[config.mk]
export PLATFORM = sky130hd
export DESIGN_NAME = ctrl_fsm_multiciclo
export DESIGN_NICKNAME = d
export VERILOG_FILES = /design/src/rtl/ctrl_fsm_multiciclo.sv
export SDC_FILE = /design/constraint.sdc
export NUM_CORES = 1
export LEC_CHECK = 0
export CORE_UTILIZATION = 37
export CTS_BUF_LIST = sky130_fd_sc_hd__clkbuf_4 sky130_fd_sc_hd__clkbuf_8 sky130_fd_sc_hd__clkbuf_16
export DETAILED_ROUTE_END_ITERATION = 8
export GPL_TIMING_DRIVEN = 0
export PLACE_DENSITY = 0.9
export SKIP_CTS_REPAIR_TIMING = 1
export SYNTH_ARGS = -nofsm -noshare
export SYNTH_HDL_FRONTEND = slang
export SYNTH_SLANG_ARGS = --single-unit
[constraint.sdc]
create_clock -name clk -period 1.6 [get_ports clk]
set_input_delay 0.24 -clock clk [delete_from_list [all_inputs] [get_ports clk]]
set_output_delay 0.24 -clock clk [all_outputs]
set_load 0.1 [all_outputs]
[src/rtl/ctrl_fsm_multiciclo.sv]
// ctrl_fsm_multiciclo: multicycle MIPS main control FSM with mem_ready stalls and a sticky illegal-opcode flag.
module ctrl_fsm_multiciclo #(
    parameter bit         USE_MEM_READY = 1'b1,
    parameter logic [5:0] JR_FUNCT      = 6'b001000
) (
    input  logic       clk,
    input  logic       rst_n,
    input  logic [5:0] opcode,
    input  logic [5:0] funct,
    input  logic       mem_ready,
    output logic       PCWrite,
    output logic       BranchEq,
    output logic       BranchNe,
    output logic       IorD,
    output logic       MemRead,
    output logic       MemWrite,
    output logic       IRWrite,
    output logic       MemtoReg,
    output logic       RegDst,
    output logic       RegWrite,
    output logic       ALUSrcA,
    output logic [1:0] ALUSrcB,
    output logic [1:0] ALUOp,
    output logic [1:0] PCSource,
    output logic [3:0] state_o,
    output logic       illegal_op
);
    typedef enum logic [3:0] {
        S_IDLE, S_FETCH, S_DECODE, S_MEMADR, S_MEMRD, S_MEMWB, S_MEMWR, S_EXEC,
        S_ALUWB, S_BEQ, S_BNE, S_ADDIEX, S_ADDIWB, S_JUMP, S_JR, S_UNUSED
    } state_t;

    state_t state_q, state_d;
    logic   illegal_q, illegal_d;
    logic   ready;

    assign ready      = USE_MEM_READY ? mem_ready : 1'b1;
    assign state_o    = state_q;
    assign illegal_op = illegal_q;

    always_ff @(posedge clk or negedge rst_n) begin
        if (!rst_n) begin
            state_q   <= S_IDLE;
            illegal_q <= 1'b0;
        end else begin
            state_q   <= state_d;
            illegal_q <= illegal_d;
        end
    end

    always_comb begin
        state_d   = state_q;
        illegal_d = illegal_q;
        PCWrite   = 1'b0;
        BranchEq  = 1'b0;
        BranchNe  = 1'b0;
        IorD      = 1'b0;
        MemRead   = 1'b0;
        MemWrite  = 1'b0;
        IRWrite   = 1'b0;
        MemtoReg  = 1'b0;
        RegDst    = 1'b0;
        RegWrite  = 1'b0;
        ALUSrcA   = 1'b0;
        ALUSrcB   = 2'b00;
        ALUOp     = 2'b00;
        PCSource  = 2'b00;
        case (state_q)
            S_IDLE: state_d = S_FETCH;
            S_FETCH: begin
                MemRead = 1'b1;
                ALUSrcB = 2'b01;
                IRWrite = ready;
                PCWrite = ready;
                state_d = ready ? S_DECODE : S_FETCH;
            end
            S_DECODE: begin
                ALUSrcB = 2'b11;
                case (opcode)
                    6'b100011, 6'b101011: state_d = S_MEMADR;
                    6'b000000: state_d = (funct == JR_FUNCT) ? S_JR : S_EXEC;
                    6'b000100: state_d = S_BEQ;
                    6'b000101: state_d = S_BNE;
                    6'b001000: state_d = S_ADDIEX;
                    6'b000010: state_d = S_JUMP;
                    default: begin
                        state_d   = S_FETCH;
                        illegal_d = 1'b1;
                    end
                endcase
            end
            S_MEMADR: begin
                ALUSrcA = 1'b1;
                ALUSrcB = 2'b10;
                state_d = (opcode == 6'b101011) ? S_MEMWR : S_MEMRD;
            end
            S_MEMRD: begin
                MemRead = 1'b1;
                IorD    = 1'b1;
                state_d = ready ? S_MEMWB : S_MEMRD;
            end
            S_MEMWB: begin
                RegWrite = 1'b1;
                MemtoReg = 1'b1;
                state_d  = S_FETCH;
            end
            S_MEMWR: begin
                MemWrite = 1'b1;
                IorD     = 1'b1;
                state_d  = ready ? S_FETCH : S_MEMWR;
            end
            S_EXEC: begin
                ALUSrcA = 1'b1;
                ALUOp   = 2'b10;
                state_d = S_ALUWB;
            end
            S_ALUWB: begin
                RegWrite = 1'b1;
                RegDst   = 1'b1;
                state_d  = S_FETCH;
            end
            S_BEQ, S_BNE: begin
                ALUSrcA  = 1'b1;
                ALUOp    = 2'b01;
                PCSource = 2'b01;
                BranchEq = (state_q == S_BEQ);
                BranchNe = (state_q == S_BNE);
                state_d  = S_FETCH;
            end
            S_ADDIEX: begin
                ALUSrcA = 1'b1;
                ALUSrcB = 2'b10;
                state_d = S_ADDIWB;
            end
            S_ADDIWB: begin
                RegWrite = 1'b1;
                state_d  = S_FETCH;
            end
            S_JUMP: begin
                PCWrite  = 1'b1;
                PCSource = 2'b10;
                state_d  = S_FETCH;
            end
            S_JR: begin
                ALUSrcA  = 1'b1;
                ALUOp    = 2'b10;
                PCSource = 2'b11;
                PCWrite  = 1'b1;
                state_d  = S_FETCH;
            end
            default: state_d = S_IDLE;
        endcase
    end
endmodule
==> flow_summary.json, run 1 <==
{
  "status": "stopped before the end",
  "worst_endpoint": "PCWrite",
  "ios": 37,
  "clockBufferDepth": 2,
  "numCtsBuffers": 3,
  "htreeDepth": 1,
  "synth_top_flop_cell": "dfrtp_1",
  "synth_cell_types": 34,
  "preCtsSetupSlack_ps": -1094,
  "syn_area_um2": 640.6,
  "dp_cells": 144,
  "die_h_um": 43.61,
  "die_w_um": 43.61,
  "avgSynthCellArea_um2": 6.815,
  "synth_common_cells": "nor2_1, nor3_1, a21oi_1, nand2_1",
  "cts_sinks": 5,
  "gp_congestion": 0.7993,
  "yosysWarnings": 0,
  "worstEpCategory": "output port",
  "initial_core_util": 0.4109,
  "synth_nets": 109,
  "synth_edf_count": 0,
  "grt_max_degree": 11,
  "seq_area_frac_synth": 0.1953,
  "cts-root-buf": "clkbuf_4",
  "ys_ff_latch": 5,
  "error": "[ERROR DPL-0038] Utilization greater than 100%, impossible to legalize",
  "num_rows": 14,
  "synth_top_area_share": 0.1953,
  "async_flop_share": 1.000,
  "synthMostInstantiatedCell": "nor2_1",
  "synthCells": 94,
  "synth.area.top_cells": "dfrtp_1, nor2_1, nor3_1",
  "dpl.hpwl_um": 1597,
  "io_buffers": 34,
  "synth_largest_area_cell": "dfrtp_1",
  "lastStage": "global routing"
}
[cell families after synthesis]
kind of cell,synth area share
xor+xnor,0.04102
mux,0.01563
simple gates,0.4043
flops,0.1953
buf+inv,0.08202
compound gates,0.2617
[per-stage QoR]
| step | area, um2 | setup TNS (ps) |
|---|---|---|
| floorplan | 858.3 | -6273 |
| global placement | 1219 | -14860 |
| detailed placement | 1219 | -15310 |
| CTS | 1249 | -20650 |
==> inputs of run 2 (changes only) <==
==> config.mk (replaced) <==
export PLATFORM = sky130hd
export DESIGN_NAME = ctrl_fsm_multiciclo
export DESIGN_NICKNAME = d
export VERILOG_FILES = /design/src/rtl/ctrl_fsm_multiciclo.sv
export SDC_FILE = /design/constraint.sdc
export NUM_CORES = 1
export LEC_CHECK = 0
export CORE_AREA = 2 2 63 65
export DETAILED_ROUTE_END_ITERATION = 8
export DIE_AREA = 0 0 65 67
export GPL_TIMING_DRIVEN = 0
export PLACE_DENSITY_LB_ADDON = 0.15
export SKIP_CTS_REPAIR_TIMING = 1
export SYNTH_ARGS = -nofsm -noshare
export SYNTH_HDL_FRONTEND = slang
export SYNTH_SLANG_ARGS = --single-unit
==> run 2 against run 1 <==
The flow now finishes, with violations (setup timing). Synthesized cell count is the same. Area after synthesis unchanged.
==> flow_summary.json, run 2 <==
{
  "crit_family": "flip-flops",
  "track_usage": 0.1089,
  "synth.area.top_cells": "dfrtp_1, nor2_1, nor3_1",
  "fin_nets": 162,
  "syn_to_final_growth_pct": 166.6,
  "drv_cap": 0,
  "setup_slack_ps": -178.8,
  "drive_gt1_frac": 0.5479,
  "wl_met3_um": 67,
  "slew_headroom": 0.3567,
  "synth_common_cells": "nor2_1, nor3_1, a21oi_1, nand2_1",
  "drv_slew": 0,
  "arrival_ps": 1540,
  "setup_viol": 19,
  "drc": 0,
  "drtPass1Iterations": 4,
  "synth_largest_area_cell": "dfrtp_1",
  "hold_slack_ps": 242.6,
  "crit_required_ps": 1360,
  "worst_pin_slew_ps": 963.3,
  "fin_skew_ps": 1.256,
  "clkTransAtPathRegs_ps": 30,
  "num_rows": 22,
  "clockBufferDepth": 2,
  "fin_crit_sh": 1.112,
  "ys_ff_latch": 5,
  "max_stage_delay_ps": 480,
  "cp_slowest_cell": "dfrtp_4",
  "gr-total-overflow": 0,
  "syn_area_um2": 640.6,
  "fillers": 328,
  "placed_area_mm2": 0.001259,
  "min_path_type": "input pin to asynchronous set/reset pin",
  "viasPerCell": 4.644,
  "period_needed_ps": 1779,
  "max_freq_ghz": 0.5622,
  "synthCells": 94,
  "drt_iter0_drc": 27,
  "numCtsBuffers": 3,
  "core_area_mm2": 0.003606,
  "reg2reg_from": "state_o[0]$_DFF_PN0_",
  "synth_nets": 109,
  "r2r_cells": 6,
  "fin_tns_setup_ps": -2072,
  "rsz0062_at_grt": "yes",
  "status": "finished, violations left",
  "fin_cells": 194,
  "dpl.hpwl_um": 1789,
  "io_buffers": 34,
  "hold_viol": 0,
  "crit_type": "flip-flop to primary output",
  "post_drt_wl_per_cell_um": 13.54,
  "ios": 37,
  "route.met2.wl_um": 1365,
  "cts-root-buf": "clkbuf_8",
  "dieArea_mm2": 0.004355,
  "die_w_um": 65,
  "cp_cell_sequence": "buf_4 -> clkbuf_16 -> and3_4 -> or2_4 -> buf_12",
  "synth_edf_count": 0,
  "yosysWarnings": 0,
  "reg2reg_to": "state_o[2]$_DFF_PN0_",
  "synth_cell_types": 34,
  "cts_tree": "done",
  "violations": "setup timing",
  "synth_top_area_share": 0.1953,
  "grt_pass1_wl_um": 3753,
  "initial_core_util": 0.1777,
  "dp_cells": 176,
  "largest_reg_flops": 4,
  "grt_pass1_vias": 815,
  "wirelength_um": 2627,
  "mostFrequentLayoutCells": "buf_12, buf_4, clkdlybuf4s50_1",
  "grt_max_degree": 11,
  "crit_path_max_fanout": 5,
  "htreeDepth": 1,
  "clk_latency_ps": 210,
  "antenna_found_initial": 0,
  "critPathCaptureType": "primary output",
  "cp-start-kind": "flip-flop",
  "synthMostInstantiatedCell": "nor2_1",
  "async_flop_share": 1.000,
  "m1WireLength_um": 1173,
  "antenna_left": 0,
  "synth_top_flop_cell": "dfrtp_1",
  "die_h_um": 67,
  "final_common_cell": "buf_12",
  "r2r_setup_slack_ps": -60,
  "cts_sinks": 5,
  "avgSynthCellArea_um2": 6.815,
  "design_area_mm2": 0.001708,
  "seq_area_frac_synth": 0.1953,
  "top_layer": "met4",
  "gp_congestion": 0.8099,
  "diodes": 0,
  "path_buf_inv": 3,
  "vias": 901
}
[run 2: cell counts after synthesis]
No cell type changed its count.
[run 2: routing by layer]
| metal | vias up | track usage |
|---|---|---|
| met5 | - | 0 |
| met4 | 0 | 0.03723 |
| met3 | 5 | 0.01520 |
| met2 | 17 | 0.1869 |
| met1 | 428 | 0.1391 |
| li1 | 451 | - |
[run 2: layout make-up]
type,instances,area (um2),area share
multi-input combinational,77,701.9,0.4110
sequential,5,140.1,0.08205
inverter,4,30.03,0.01758
clock buffer,4,45.04,0.02637
timing repair buffer,49,633.1,0.3707
buffer,7,97.59,0.05714
tap,48,60.06,0.03516
[run 2: worst max path at each step]
stage                         start      end  slack (ps)  cells past startpoint
3_5_place_dp              mem_ready  PCWrite       -1130                      5
5_1_grt        state_o[2]$_DFF_PN0_  PCWrite        -250                      5
3_3_place_gp              mem_ready  PCWrite       -1110                      5
6_report       state_o[0]$_DFF_PN0_  PCWrite        -180                      5
4_1_cts        state_o[2]$_DFF_PN0_  PCWrite       -1200                      5
2_1_floorplan  state_o[0]$_DFF_PN0_  PCWrite        -740                      5
[run 2: worst reg2reg max path, delay by kind of cell (launching register included)]
kind / cells / cell delay [ps]
compound gates: 1 / 120
buf+inv: 2 / 330
flops: 1 / 480
simple gates: 3 / 660
[run 2: stage by stage]
step | setup slack, ps | util
global route | -250.6 | 0.4736
global placement | -1113 | 0.3491
CTS | -1198 | 0.3616
detailed placement | -1131 | 0.3491
finish | -178.8 | 0.4736
floorplan | -738.3 | -
[run 2: cells by family after synthesis]
logic type,count (synthesis),share of synthesized area
compound gates,24,0.2617
flops,5,0.1953
xor+xnor,3,0.04102
buf+inv,12,0.08202
mux,1,0.01563
simple gates,49,0.4043
Power of run 2 is left out: the tool's default activity adds up to more than one toggle a clock period on the data nets, which glitch-free logic cannot reach.
==> inputs of run 3 (changes only) <==
--- a/config.mk
+++ b/config.mk
@@ -9,7 +9,7 @@
 export DETAILED_ROUTE_END_ITERATION = 8
 export DIE_AREA = 0 0 65 67
 export GPL_TIMING_DRIVEN = 0
-export PLACE_DENSITY_LB_ADDON = 0.15
+export PLACE_DENSITY = 0.47
 export SKIP_CTS_REPAIR_TIMING = 1
 export SYNTH_ARGS = -nofsm -noshare
 export SYNTH_HDL_FRONTEND = slang
==> run 3 against run 2 <==
The run still ends with setup timing left. Global-route usage grew 0.21 points. Wire length shrank 3.9%. Critical path depth is the same. First-iteration DRC count grew 37%.
==> flow_summary.json, run 3 (synthesis gave the netlist of run 2 again) <==
{
  "setup_viol": 16,
  "slew_headroom": 0.6404,
  "max_freq_ghz": 0.5581,
  "clk_latency_ps": 220,
  "syn_to_final_growth_pct": 154.9,
  "max_stage_delay_ps": 500,
  "grt_pass1_wl_um": 3753,
  "dpl.hpwl_um": 1804,
  "fin_skew_ps": 3.321,
  "drt_iter0_drc": 37,
  "cts_tree": "done",
  "crit_path_max_fanout": 8,
  "seq_area_um2": 140.1,
  "die_h_um": 67,
  "min_path_type": "input pin to asynchronous set/reset pin",
  "dieArea_mm2": 0.004355,
  "numCtsBuffers": 3,
  "die_w_um": 65,
  "timing.critical_path.mode_cell": "buf_12",
  "crit_family": "simple AND/OR/NAND/NOR gates",
  "hold_slack_ps": 243.2,
  "fillers": 355,
  "drtPass1Iterations": 4,
  "drv_slew": 0,
  "gp_congestion": 0.7497,
  "r2r_cells": 6,
  "post_drt_wl_per_cell_um": 13.43,
  "clkTransAtPathRegs_ps": 40,
  "grt_max_degree": 11,
  "wirelength_um": 2525,
  "setup_slack_ps": -191.8,
  "grt_busiest_layer": "met2",
  "design_area_mm2": 0.001633,
  "grt_pass1_vias": 814,
  "rsz0062_at_grt": "yes",
  "viasPerCell": 4.734,
  "r2r_setup_slack_ps": -90,
  "largest_reg_flops": 4,
  "initial_core_util": 0.1777,
  "fin_nets": 156,
  "arrival_ps": 1550,
  "track_usage": 0.1110,
  "period_needed_ps": 1792,
  "mostFrequentLayoutCells": "buf_12, clkdlybuf4s50_1, buf_4",
  "vias": 890,
  "ios": 37,
  "crit_type": "flip-flop to primary output",
  "preCtsSetupSlack_ps": -1099,
  "multiInputGateArea_um2": 716.9,
  "drc": 0,
  "crit_required_ps": 1360,
  "core_area_mm2": 0.003606,
  "antenna_left": 0,
  "drv_cap": 0,
  "violations": "setup timing",
  "drive_gt1_frac": 0.5429,
  "cp-start-kind": "flip-flop",
  "grt_util_met1": 0.1401,
  "worst_pin_slew_ps": 541.6,
  "diodes": 0,
  "placed_area_mm2": 0.001259,
  "io_buffers": 34,
  "use_met3": 0.01520,
  "reg2reg_from": "state_o[0]$_DFF_PN0_",
  "htreeDepth": 1,
  "num_rows": 22,
  "reg2reg_to": "state_o[2]$_DFF_PN0_",
  "critPathCaptureType": "primary output",
  "fin_crit_sh": 1.120,
  "status": "finished, violations left",
  "clockBufferDepth": 2,
  "hold_viol": 0,
  "gr-total-overflow": 0,
  "met2_usage": 0.1959,
  "cts_sinks": 5,
  "final_common_cell": "buf_12",
  "cp_cell_sequence": "buf_12 -> nor3b_4 -> and3_4 -> or2_4 -> buf_12",
  "cp_slowest_cell": "dfrtp_4",
  "path_buf_inv": 2,
  "cts-root-buf": "clkbuf_8",
  "antenna_found_initial": 0
}
==> run 3: changes by cell type in the layout (fill, tap and decap cells not counted), moves of 2 or more <==
| cell | delta |
|---|---|
| buf_4 | -5 |
| buf_6 | +2 |
| buf_8 | -2 |
| clkbuf_16 | -2 |
| clkbuf_2 | +2 |
| dlymetal6s2s_1 | -2 |
==> run 3: final cells by class <==
class                           instances  area share
Buffer                                  7     0.06283
Timing Repair Buffer                   43      0.3295
Inverter                                4     0.01839
Clock buffer                            4     0.02759
Sequential cell                         5     0.08582
Multi-Input combinational cell         77      0.4391
Tap cell                               48     0.03678
==> run 3: metrics by stage <==
step                      TNS (ps)    util  instances
after floorplan              -6273       -         94
after global placement      -15370  0.3491        176
after detailed placement    -15460  0.3491        176
after CTS                   -20080  0.3616        180
after global routing         -2677  0.4528        188
final                        -1734  0.4528        188
==> run 3: worst max-delay path by stage <==
stage / depth (start not counted) / start / slack [ps] / end
floorplan: 5 / state_o[0]$_DFF_PN0_ / -740 / PCWrite
global placement: 5 / mem_ready / -1110 / PCWrite
detailed placement: 5 / mem_ready / -1100 / PCWrite
CTS: 5 / state_o[2]$_DFF_PN0_ / -1200 / PCWrite
global route: 5 / state_o[2]$_DFF_PN0_ / -260 / PCWrite
finish: 5 / state_o[2]$_DFF_PN0_ / -190 / PCWrite
==> run 3: layer usage <==
layer | vias to the layer above | routed length, um
met5 | - | 0
met4 | 0 | 0
met3 | 0 | 90
met2 | 33 | 1335
met1 | 420 | 1099
li1 | 437 | -
Power of run 3 is left out for the same reason.
==> inputs of run 4 (changes only) <==
--- a/config.mk
+++ b/config.mk
@@ -6,8 +6,10 @@
 export NUM_CORES = 1
 export LEC_CHECK = 0
 export CORE_AREA = 2 2 63 65
+export CTS_BUF_LIST = sky130_fd_sc_hd__clkbuf_8 sky130_fd_sc_hd__clkbuf_16
 export DETAILED_ROUTE_END_ITERATION = 8
 export DIE_AREA = 0 0 65 67
+export GPL_ROUTABILITY_DRIVEN = 0
 export GPL_TIMING_DRIVEN = 0
 export PLACE_DENSITY = 0.47
 export SKIP_CTS_REPAIR_TIMING = 1
==> run 4 against run 3 <==
The run still ends with setup timing left. Clock skew about the same. Register-to-register slack about the same. Flip-flop and latch count unchanged. Non-clock buffer count unchanged. Hold slack unchanged. Utilization unchanged. Highest routed layer unchanged.
==> flow_summary.json, run 4 (synthesis gave the netlist of run 2 again) <==
{
  "die_h_um": 67,
  "dpl.hpwl_um": 1804,
  "max_stage_delay_ps": 500,
  "timing.critical_path.mode_cell": "buf_12",
  "cp_slowest_cell": "dfrtp_4",
  "numCtsBuffers": 3,
  "max_freq_ghz": 0.5581,
  "cp.depth": 5,
  "largest_reg_flops": 4,
  "num_rows": 22,
  "min_path_type": "input pin to asynchronous set/reset pin",
  "seq_area_um2": 140.1,
  "ios": 37,
  "critPathCaptureType": "primary output",
  "htreeDepth": 1,
  "clkTransAtPathRegs_ps": 40,
  "cp-start-kind": "flip-flop",
  "fillers": 355,
  "vias": 890,
  "track_usage": 0.1110,
  "cts_tree": "done",
  "crit_path_max_fanout": 8,
  "setup_viol": 16,
  "grt_max_degree": 11,
  "cp_cell_sequence": "buf_12 -> nor3b_4 -> and3_4 -> or2_4 -> buf_12",
  "crit_type": "flip-flop to primary output",
  "dp_cells": 176,
  "io_buffers": 34,
  "path_buf_inv": 2,
  "drv_cap": 0,
  "diodes": 0,
  "mostFrequentLayoutCells": "buf_12, clkdlybuf4s50_1, buf_4",
  "clockBufferDepth": 2,
  "grt_pass1_wl_um": 3753,
  "gr-total-overflow": 0,
  "fin_crit_sh": 1.120,
  "drc": 0,
  "clk_latency_ps": 220,
  "fin_nets": 156,
  "design_area_mm2": 0.001633,
  "antenna_left": 0,
  "worst_pin_slew_ps": 541.6,
  "grt_pass1_vias": 814,
  "crit_required_ps": 1360,
  "fin_skew_ps": 2.923,
  "hold_viol": 0,
  "final_common_cell": "buf_12",
  "drv_slew": 0,
  "syn_to_final_growth_pct": 154.9,
  "reg2reg_to": "state_o[2]$_DFF_PN0_",
  "multiInputGateArea_um2": 716.9,
  "violations": "setup timing",
  "drtPass1Iterations": 4,
  "reg2reg_from": "state_o[0]$_DFF_PN0_",
  "r2r_setup_slack_ps": -90,
  "drt_iter0_drc": 37,
  "wirelength_um": 2526,
  "crit_start": "state_o[2]$_DFF_PN0_",
  "core_area_mm2": 0.003606,
  "r2r_cells": 6,
  "antenna_found_initial": 0,
  "slew_headroom": 0.6404,
  "drive_gt1_frac": 0.5429,
  "setup_slack_ps": -191.8,
  "initial_core_util": 0.1777,
  "dieArea_mm2": 0.004355,
  "fin_cells": 188,
  "fin_tns_setup_ps": -1740,
  "post_drt_wl_per_cell_um": 13.44,
  "status": "finished, violations left",
  "arrival_ps": 1550,
  "crit_path_end": "PCWrite",
  "cts-root-buf": "clkbuf_8",
  "crit_family": "simple AND/OR/NAND/NOR gates",
  "period_needed_ps": 1792,
  "die_w_um": 65,
  "placed_area_mm2": 0.001259,
  "viasPerCell": 4.734,
  "cts_sinks": 5,
  "rsz0062_at_grt": "yes"
}
## run 4: changes by cell type in the layout (fill, tap and decap cells not counted), sizes merged
cell and delta:
clkbuf -1, inv +1
## run 4: how the worst min path moves through the flow
stage / startpoint / endpoint / slack, ps
global placement: rst_n / state_o[1]$_DFF_PN0_ / 470
finish: rst_n / state_o[1]$_DFF_PN0_ / 240
floorplan: rst_n / illegal_op$_DFFE_PN0P_ / -60
CTS: rst_n / state_o[1]$_DFF_PN0_ / 250
global route: rst_n / state_o[2]$_DFF_PN0_ / 250
detailed placement: rst_n / state_o[1]$_DFF_PN0_ / 480
## run 4: area by class of cell
type / count / share of cell area
Inverter: 4 / 0.01839
Clock buffer: 3 / 0.02529
Clock inverter: 1 / 0.002299
Multi-Input combinational cell: 77 / 0.4391
Sequential cell: 5 / 0.08582
Timing Repair Buffer: 43 / 0.3295
Buffer: 7 / 0.06283
Tap cell: 48 / 0.03678
## run 4: metrics by stage
stage	util	setup slack (ps)	hold WS, ps
2_1_floorplan	-	-738.3	-55.59
3_3_place_gp	0.3491	-1113	472.2
3_5_place_dp	0.3491	-1099	482.2
4_1_cts	0.3616	-1197	250.0
5_1_grt	0.4528	-255.1	254.6
6_report	0.4528	-191.8	243.2
## run 4: per-layer routing
metal | vias up | GRT usage | wire length [um]
met5 | - | 0 | 0
met4 | 0 | 0.03191 | 0
met3 | 0 | 0.01520 | 90
met2 | 33 | 0.1959 | 1335
met1 | 420 | 0.1401 | 1100
li1 | 437 | - | -
Power of run 4 is left out for the same reason.
